==> config.mk <==
export PLATFORM = sky130hd
export DESIGN_NAME = uart_tx_ctrl
export DESIGN_NICKNAME = d
export VERILOG_FILES = /design/src/rtl/uart_tx_ctrl.sv
export SDC_FILE = /design/constraint.sdc
export NUM_CORES = 1
export LEC_CHECK = 0
export ABC_AREA = 0
export BUFFER_PORTS_ARGS = -buffer_cell sky130_fd_sc_hd__buf_2
export CAP_MARGIN = 20
export CORE_MARGIN = 5
export CORE_UTILIZATION = 60
export CTS_BUF_LIST = sky130_fd_sc_hd__clkbuf_4
export DETAILED_ROUTE_END_ITERATION = 8
export GPL_TIMING_DRIVEN = 0
export HOLD_SLACK_MARGIN = 0.08
export PLACE_DENSITY = 0.77
export SYNTH_ARGS = -nofsm -noshare
export SYNTH_HDL_FRONTEND = slang
export SYNTH_SLANG_ARGS = --single-unit
==> constraint.sdc <==
create_clock -name sysclk -period 5.25 [get_ports sysclk]
set_input_delay 0.7875 -clock sysclk [delete_from_list [all_inputs] [get_ports sysclk]]
set_output_delay 0.7875 -clock sysclk [all_outputs]
set_load 0.01 [all_outputs]
==> src/rtl/uart_tx_ctrl.sv <==
// UART transmit controller: byte FIFO from the CPU store path feeding an 8N1 serializer.
// Define UART_TX_PARITY_EN to insert an even-parity bit between data and stop (8E1).
module uart_tx_ctrl #(
  parameter int unsigned CLKS_PER_BIT = 868,
  parameter int unsigned FIFO_AW      = 4
) (
  input  logic       sysclk,
  input  logic       cpu_resetn,
  input  logic       wr_en,
  input  logic [7:0] wr_data,
  output logic       full,
  output logic       empty,
  output logic       busy,
  output logic       overflow,
  output logic       uart_tx
);

  localparam int unsigned Depth      = 2 ** FIFO_AW;
  localparam int unsigned BaudW      = $clog2(CLKS_PER_BIT);
  localparam int unsigned BaudMaxInt = CLKS_PER_BIT - 1;
  localparam logic [BaudW-1:0]   BaudMax  = BaudMaxInt[BaudW-1:0];
  localparam logic [FIFO_AW:0]   DepthCnt = Depth[FIFO_AW:0];

`ifdef UART_TX_PARITY_EN
  typedef enum logic [2:0] {StIdle, StStart, StData, StParity, StStop} state_e;
`else
  typedef enum logic [1:0] {StIdle, StStart, StData, StStop} state_e;
`endif

  // FIFO state
  logic [7:0]         mem_q [Depth];
  logic [FIFO_AW-1:0] wptr_q, wptr_d;
  logic [FIFO_AW-1:0] rptr_q, rptr_d;
  logic [FIFO_AW:0]   count_q, count_d;
  logic               overflow_q, overflow_d;
  logic               push;
  logic               pop;
  logic [7:0]         head;

  // Serializer state
  state_e             state_q, state_d;
  logic [BaudW-1:0]   baud_q, baud_d;
  logic [2:0]         bit_q, bit_d;
  logic [7:0]         shift_q, shift_d;
  logic               tx_q, tx_d;
  logic               baud_done;
`ifdef UART_TX_PARITY_EN
  logic               parity_q, parity_d;
`endif

  assign full      = (count_q == DepthCnt);
  assign empty     = (count_q == '0);
  assign push      = wr_en && !full;
  assign head      = mem_q[rptr_q];
  assign baud_done = (baud_q == '0);
  assign overflow  = overflow_q;
  assign uart_tx   = tx_q;
  assign busy      = (state_q != StIdle) || !empty;

  // FIFO storage; contents need no reset since count gates every read
  always_ff @(posedge sysclk) begin
    if (push) begin
      mem_q[wptr_q] <= wr_data;
    end
  end

  // FIFO pointer/count/overflow next-state
  always_comb begin
    wptr_d     = wptr_q;
    rptr_d     = rptr_q;
    count_d    = count_q;
    overflow_d = overflow_q;
    if (push) begin
      wptr_d = wptr_q + 1'b1;
    end
    if (pop) begin
      rptr_d = rptr_q + 1'b1;
    end
    if (push && !pop) begin
      count_d = count_q + 1'b1;
    end else if (!push && pop) begin
      count_d = count_q - 1'b1;
    end
    // A write while full is dropped even if a pop frees a slot this cycle
    if (wr_en && full) begin
      overflow_d = 1'b1;
    end
  end

  // FIFO bookkeeping registers
  always_ff @(posedge sysclk or negedge cpu_resetn) begin
    if (!cpu_resetn) begin
      wptr_q     <= '0;
      rptr_q     <= '0;
      count_q    <= '0;
      overflow_q <= 1'b0;
    end else begin
      wptr_q     <= wptr_d;
      rptr_q     <= rptr_d;
      count_q    <= count_d;
      overflow_q <= overflow_d;
    end
  end

  // FSM state register
  always_ff @(posedge sysclk or negedge cpu_resetn) begin
    if (!cpu_resetn) begin
      state_q <= StIdle;
    end else begin
      state_q <= state_d;
    end
  end

  // FSM next-state logic
  always_comb begin
    state_d = state_q;
    unique case (state_q)
      StIdle: begin
        if (!empty) state_d = StStart;
      end
      StStart: begin
        if (baud_done) state_d = StData;
      end
      StData: begin
        if (baud_done && (bit_q == 3'd7)) begin
`ifdef UART_TX_PARITY_EN
          state_d = StParity;
`else
          state_d = StStop;
`endif
        end
      end
`ifdef UART_TX_PARITY_EN
      StParity: begin
        if (baud_done) state_d = StStop;
      end
`endif
      StStop: begin
        if (baud_done) state_d = empty ? StIdle : StStart;
      end
      default: state_d = StIdle;
    endcase
  end

  // FSM outputs and datapath next-state; tx is registered so it changes on the state edge
  always_comb begin
    pop     = 1'b0;
    tx_d    = tx_q;
    baud_d  = baud_q;
    bit_d   = bit_q;
    shift_d = shift_q;
`ifdef UART_TX_PARITY_EN
    parity_d = parity_q;
`endif
    if (state_q != StIdle) begin
      baud_d = baud_done ? BaudMax : baud_q - 1'b1;
    end
    unique case (state_q)
      StIdle: begin
        tx_d = 1'b1;
        pop  = !empty;
      end
      StStart: begin
        if (baud_done) begin
          bit_d = 3'd0;
          tx_d  = shift_q[0];
        end
      end
      StData: begin
        if (baud_done) begin
          shift_d = shift_q >> 1;
          bit_d   = bit_q + 1'b1;
          if (bit_q == 3'd7) begin
`ifdef UART_TX_PARITY_EN
            tx_d = parity_q;
`else
            tx_d = 1'b1;
`endif
          end else begin
            tx_d = shift_q[1];
          end
        end
      end
`ifdef UART_TX_PARITY_EN
      StParity: begin
        if (baud_done) tx_d = 1'b1;
      end
`endif
      StStop: begin
        if (baud_done) begin
          tx_d   = 1'b1;
          pop    = !empty;
          baud_d = '0;
        end
      end
      default: tx_d = 1'b1;
    endcase
    // Popping a byte always launches a start bit on the same edge
    if (pop) begin
      shift_d = head;
      baud_d  = BaudMax;
      tx_d    = 1'b0;
`ifdef UART_TX_PARITY_EN
      parity_d = ^head;
`endif
    end
  end

  // Serializer datapath registers
  always_ff @(posedge sysclk or negedge cpu_resetn) begin
    if (!cpu_resetn) begin
      baud_q  <= '0;
      bit_q   <= '0;
      shift_q <= '0;
      tx_q    <= 1'b1;
`ifdef UART_TX_PARITY_EN
      parity_q <= 1'b0;
`endif
    end else begin
      baud_q  <= baud_d;
      bit_q   <= bit_d;
      shift_q <= shift_d;
      tx_q    <= tx_d;
`ifdef UART_TX_PARITY_EN
      parity_q <= parity_d;
`endif
    end
  end

endmodule

==> results.toml, run 1 <==
[synthesis]
synthFlopType = "edfxtp_1"
yosys-top-cells-count = "128 x edfxtp_1, 37 x dfrtp_1, 32 x mux4_2, 32 x nor2_1, 25 x nand2_1"
synth_seq_area_share_pct = 68.6
ys_top_cells_by_area = "edfxtp_1 55%, dfrtp_1 13%, mux4_2 10%"
syn_area_mm2 = 0.00699
synth_top_family_by_area = "multiplexers"
synth_top_cell_by_area = "edfxtp_1"
yosysMostFrequentCell = "edfxtp_1"
synth.top_cell.area_share_pct = 55.0
synth_nets = 453
synth_simple_gate_area_share_pct = 6.52
synth_area_per_cell_um2 = 16.5
synth_seq_cells = 166
syn_inst = 424
synthXorXnorAreaFrac_pct = 2.26
synth-compound-area-share_pct = 5.43
yosysUniqueCellTypes = 50
synth_edf_count = 128
yosys_warnings = 0
synthAdderAreaFrac_pct = 3.33
ys_async_sr_fraction_pct = 22.9
muxShareOfSynthArea_pct = 11.9

[clock_network]
cts_resized = 0
worstSkewPairLatency_ns = 0.59
post_cts_buffers = 0
cts.clk_slew.worst_paths_ns = 0.16
cts_tree = "yes"
postCtsHoldBufs = 0
cts_buffers = 17
clkSinkCount = 166
cts_buffer_depth = 2
clock-root-buffer = "clkbuf_4"
htreeDepth = 4

[setup_path]
timing.rr.start = "count_q[0]$_DFFE_PN0P_"
cp-startpoint = "count_q[0]$_DFFE_PN0P_"
r2r-end = "count_q[4]$_DFFE_PN0P_"
slowest_delay_ns = 0.51
crit_fanout = 10
critical_path_required_ns = 5.73
crit_type = "register to register"
crit_chain = "nor4_1 > a21oi_1 > o21ai_2 > buf_2 > ha_1 > inv_1 > fa_1 > a21o_1 > a21oi_1 > xnor2_1 > nor2_1 > xnor2_1"
crit_slowest_cell = "nor4_1"
crit_end = "count_q[4]$_DFFE_PN0P_"
r2r_cells = 12
cp-end-kind = "register"
crit_arrival_ns = 3.74
reg2reg_slack_ns = 2.00
worstSetupStartpointType = "register"

[floorplan]
coreArea_mm2 = 0.0114
core.rowCount = 39
die_area_mm2 = 0.0139
die_h_um = 118
io_pins = 16
start_util_pct = 61.2
fp.dieW_um = 118

[global_routing]
antenna_found_initial = 0
grt.overflow.total = 0
grt_first_pass_wirelength_mm = 21.0
gr-usage-all-layers_pct = 20.0
grt_max_degree = 39
grt_pass1_vias = 3771

[sta]
rsz0062_at_grt = "no"
hold_viol_final = 0
setup_tns_ns = 0
finalSetupViolCount = 0
relSlewSlack_pct = 40.7
drv_slew = 0
skew_ns = 0.0219
period_share_pct = 62.0
final.min_clock_period_ns = 3.25
worst_pin_slew_ns = 0.886
max_freq_ghz = 0.307

[finish]
n_antenna_cell = 0
drive_gt1_share_pct = 22.1
fin_util_pct = 66.0
syn2layout_area_growth_pct = 7.86
fin_nets = 491

[routing]
via_count = 3774
ant_nets = 0
drtIter0Drc = 347
drc = 0
routed_via_density = 6.11
drt-total-wl_mm = 13.0
post_drt_wl_per_cell_um = 21.0
top_layer_used = "met4"
dr_wl_met2_mm = 6.51
dr.pass1.iters = 6
m1WireLength_mm = 5.28
dr_wl_met3_um = 805

[placed_design]
numPortBuffers = 15
place_congestion = 0.802
hpwl_mm = 8.73

[status]
status = "completed"

[power]
clock_power_share_pct = 17.9
ir_drop_uv = 369
swShare_pct = 36.4
p_leak_nw = 2.70
switchingPower_w = 0.00143
combPwrFrac_pct = 37.1
p_per_area_mw_per_mm2 = 522
intPower_w = 0.00250
seq_power_share_pct = 45.0

[worst_hold_path]
hold_class = "primary input to asynchronous set/reset pin"

[flow_run]
max_cap_violations = 0
==> worst min-delay path by stage <==
stage,cells after the start,endpoint,slack [ns]
after detailed placement,1,overflow$_DFFE_PN0P_,0.44
after CTS,1,count_q[1]$_DFFE_PN0P_,0.27
final,1,rptr_q[1]$_DFFE_PN0N_,0.30
after global routing,1,count_q[1]$_DFFE_PN0P_,0.33
after global placement,1,overflow$_DFFE_PN0P_,0.44
after floorplan,1,baud_q[0]$_DFF_PN0_,0.46
==> area by class of cell <==
type,count,area [µm²]
Sequential cell,166,4800
Fill cell,771,3880
Multi-Input combinational cell,227,2060
Tap cell,143,179
Clock buffer,18,135
Clock inverter,14,130
Timing Repair Buffer,19,105
Buffer,20,90.1
Inverter,11,41.3
==> through the flow <==
| step | hold WS (ns) | cells | power [W] | worst slack (ns) | area, µm² |
|---|---|---|---|---|---|
| global placement | 0.438 | 582 | 0.00320 | 2.04 | 7240 |
| detailed placement | 0.439 | 586 | 0.00327 | 1.99 | 7270 |
| global route | 0.325 | 618 | 0.00419 | 1.81 | 7540 |
| CTS | 0.275 | 618 | 0.00397 | 1.97 | 7540 |
| finish | 0.298 | 618 | 0.00393 | 2.00 | 7540 |
| floorplan | 0.464 | 424 | 0.00288 | 2.40 | 6990 |
==> critical path, delay by kind of cell, from the launching register on <==
family	cells	cell delay, ns
xor gates and xnor gates	2	0.26
AOI/OAI and AO/OA	4	0.82
adders and majority gates	2	0.63
buffers and inverters	2	0.40
DFF	1	0.47
and+or+nand+nor	2	0.57
==> cells by family after synthesis <==
family	count (synthesis)
flip-flops	166
AND/OR/NAND/NOR	92
AO/OA/AOI/OAI	56
multiplexers	43
buffers and inverters	31
XOR/XNOR	18
adder cells (fa/ha/maj)	18
==> layer usage <==
| metal | vias to the layer above | track usage [%] |
|---|---|---|
| li1 | 1711 | - |
| met4 | 0 | 8.17 |
| met2 | 131 | 31.9 |
| met5 | - | 0 |
| met3 | 29 | 5.43 |
| met1 | 1903 | 26.1 |
==> layout by cell type (no fill, tap or decap), types with 8 or more instances in the layout <==
cell type and instances:
clkbuf_4 18, mux2i_1 8, nor3_1 9, clkbuf_1 9
a22oi_1 16, ha_1 17, nor2_1 32, mux4_2 32
buf_2 21, a21oi_1 14, xnor2_1 12, dfrtp_1 37
edfxtp_1 128, inv_1 11, nand2_1 25, o21ai_0 10
==> power groups by stage <==
stage	registers (W)	clock network, W	logic, W
6_report	0.00177	0.000705	0.00146
5_1_grt	0.00180	0.000782	0.00162
4_1_cts	0.00177	0.000721	0.00147
3_5_place_dp	0.00180	0	0.00147
3_3_place_gp	0.00179	0	0.00141
2_1_floorplan	0.00177	0	0.00110
==> sequential cells by signal, summed over array words and instances (netlist names) <==
name / cells
rptr_q: 4
baud_q: 10
uart_tx: 1
overflow: 1
state_q: 2
count_q: 5
shift_q: 8
wptr_q: 4
bit_q: 3
mem_q: 128
Note: power is estimated with default switching activity, not from simulation.
==> run 2: changes to the inputs <==
--- a/config.mk
+++ b/config.mk
@@ -5,7 +5,7 @@
 export SDC_FILE = /design/constraint.sdc
 export NUM_CORES = 1
 export LEC_CHECK = 0
-export ABC_AREA = 0
+export ABC_AREA = 1
 export BUFFER_PORTS_ARGS = -buffer_cell sky130_fd_sc_hd__buf_2
 export CAP_MARGIN = 20
 export CORE_MARGIN = 5
==> constraint.sdc (replaced) <==
create_clock -name sysclk -period 3.2 [get_ports sysclk]
set_input_delay 0.48 -clock sysclk [delete_from_list [all_inputs] [get_ports sysclk]]
set_output_delay 0.48 -clock sysclk [all_outputs]
set_load 0.01 [all_outputs]
==> results.toml, run 2 <==
[status]
status = "completed"

[routing]
post_drt_wl_per_cell_um = 16.3
m1WireLength_mm = 7.02
ant_nets = 0
dr.pass1.iters = 5
dr_wl_met3_mm = 1.00
routed_via_density = 5.28
top_layer_used = "met4"
dr_wl_met2_mm = 8.34
drc = 0
drtIter0Drc = 379
drt-total-wl_mm = 16.6
via_count = 5395

[finish]
nFillCells = 1040
final_area_mm2 = 0.00833
final-seq-area_mm2 = 0.00480
multi_input_area_mm2 = 0.00228
drive_gt1_share_pct = 9.67
layout_commonest_cell = "nand2_1"
fin_util_pct = 66.0
fin_nets = 864
regMostFlops = "mem_q"
top_regs = "mem_q (128), baud_q (10), shift_q (8)"
largest_reg_flops = 128
syn2layout_area_growth_pct = 7.66
final_cell_mix = "232 x nand2_1, 132 x inv_1, 128 x edfxtp_1"

[setup_path]
crit_end = "count_q[4]$_DFFE_PN0P_"
r2r_cells = 15
timing.rr.start = "state_q[0]$_DFFE_PN0P_"
reg2reg_slack_ns = 0.32
critical_path_required_ns = 3.69
cp-end-kind = "register"
crit_type = "register to register"
r2r-end = "count_q[4]$_DFFE_PN0P_"
worstSetupStartpointType = "register"
cp-startpoint = "state_q[0]$_DFFE_PN0P_"
crit_fanout = 18
crit_arrival_ns = 3.37

[synthesis]
synth_nets = 830
ys_async_sr_fraction_pct = 22.9
yosys-top-cells-count = "232 x nand2_1, 132 x inv_1, 128 x edfxtp_1, 116 x nand3_1, 37 x dfrtp_1"
synthFlopType = "edfxtp_1"
syn_inst = 801
synth.top_cell.area_share_pct = 49.7
synth_top_cell_by_area = "edfxtp_1"
synth_seq_area_share_pct = 62.0
synth_edf_count = 128
yosysMostFrequentCell = "nand2_1"
syn_area_mm2 = 0.00774
ys_top_cells_by_area = "edfxtp_1 50%, dfrtp_1 12%, nand2_1 11%"
yosys_warnings = 0
synth_area_per_cell_um2 = 9.66
yosysUniqueCellTypes = 37
synth_seq_cells = 166

[power]
p_leak_nw = 3.73
p_per_area_mw_per_mm2 = 535
ir_drop_uv = 510
total_power_w = 0.00446

[floorplan]
fp.dieW_um = 124
io_pins = 16
core.rowCount = 41
die_area_mm2 = 0.0153
coreArea_mm2 = 0.0126
die_h_um = 124
start_util_pct = 61.3

[sta]
setup_tns_ns = 0
relSlewSlack_pct = 40.0
rsz0062_at_grt = "no"
period_share_pct = 90.0
drv_slew = 0
timing.hold.ws_ns = 0.141
finalSetupViolCount = 0
hold_viol_final = 0
skew_ns = 0.0186
max_freq_ghz = 0.347
final.min_clock_period_ns = 2.88
worst_pin_slew_ns = 0.896

[global_routing]
grt_first_pass_wirelength_mm = 26.9
antenna_found_initial = 1
grt.overflow.total = 0
gr-usage-all-layers_pct = 23.8
grt_pass1_vias = 5256
grt_max_degree = 39

[placed_design]
numPortBuffers = 15
placed_area_mm2 = 0.00803
hpwl_mm = 11.9
place_congestion = 0.864

[clock_network]
cts.clk_slew.worst_paths_ns = 0.13
post_cts_buffers = 0
clock-root-buffer = "clkbuf_4"
cts_buffer_depth = 2
cts_tree = "yes"
worstSkewPairLatency_ns = 0.56
cts_buffers = 17
clkSinkCount = 166
htreeDepth = 4

[flow_run]
max_cap_violations = 0

[worst_hold_path]
hold_class = "primary input to register"
[run 2: cell count changes in the layout (fill, tap and decap cells not counted), sizes merged, moves of 7 or more]
cell   delta
nor2      +7
buf       +8
mux4     -32
nand2   +210
a22oi    -16
o21ai    +15
inv     +116
a21oi    -13
mux2i     -7
xnor2     -8
nand3   +116
[run 2: critical path: stages, from the launching register on]
cell and delay [ns]:
dfrtp_1 0.44, inv_1 0.13, ha_1 0.15, clkbuf_1 0.32, nand2_1 0.12, nand2_2 0.13
nand2_8 0.12, ha_1 0.24, inv_1 0.14, ha_1 0.28, nand2_1 0.11, nand2_1 0.06
a21oi_1 0.16, o21ai_0 0.10, a21oi_1 0.16, xor2_1 0.15
[run 2: report_power, final]
part	total (W)	leakage [nW]	internal [W]	switching (W)
combinational	0.000584	1.99	0.000177	0.000407
clock	0.00122	0.141	0.000477	0.000742
sequential	0.00266	1.60	0.00256	0.0000964
[run 2: how the worst min path moves through the flow]
stage                              start  depth (start not counted)                    to
floorplan                     cpu_resetn                          0   baud_q[0]$_DFF_PN0_
global placement    overflow$_DFFE_PN0P_                          1  overflow$_DFFE_PN0P_
detailed placement  overflow$_DFFE_PN0P_                          1  overflow$_DFFE_PN0P_
CTS                                wr_en                          2  overflow$_DFFE_PN0P_
global route                       wr_en                          2  overflow$_DFFE_PN0P_
finish                             wr_en                          2  overflow$_DFFE_PN0P_
[run 2: per-stage QoR]
| stage | cells | setup slack [ns] |
|---|---|---|
| floorplan | 801 | 0.595 |
| global placement | 988 | 0.288 |
| detailed placement | 988 | 0.141 |
| CTS | 1021 | 0.125 |
| global route | 1021 | 0.0336 |
| finish | 1021 | 0.318 |
[run 2: kinds of logic after synthesis]
kind of cell / count (synthesis) / synth area share (%)
buffers and inverters: 166 / 8.71
adders and majority gates: 18 / 3.01
xor gates and xnor gates: 14 / 1.58
DFF: 166 / 62.0
muxes: 1 / 0.129
and+or+nand+nor: 403 / 22.2
AOI/OAI and AO/OA: 33 / 2.38
[run 2: area by class of cell]
type | count | share of cell area, %
Antenna cell | 1 | 0.0300
Buffer | 29 | 1.85
Clock buffer | 18 | 1.62
Clock inverter | 14 | 1.82
Inverter | 136 | 6.19
Multi-Input combinational cell | 469 | 27.3
Sequential cell | 166 | 57.6
Tap cell | 172 | 2.58
Timing Repair Buffer | 16 | 1.02
[run 2: what timing repair did]
| action | in CTS | in global routing |
|---|---|---|
| gates resized for setup | 0 | 1 |
| endpoints found under the setup margin | 0 | 1 |
| hold buffers | 1 | 0 |
| hold endpoints to repair | 37 | 0 |
[run 2: routing by layer]
layer	vias up	track usage, %
met1	2565	31.8
met3	22	4.31
met4	0	6.85
met5	-	0
li1	2643	-
met2	165	40.4
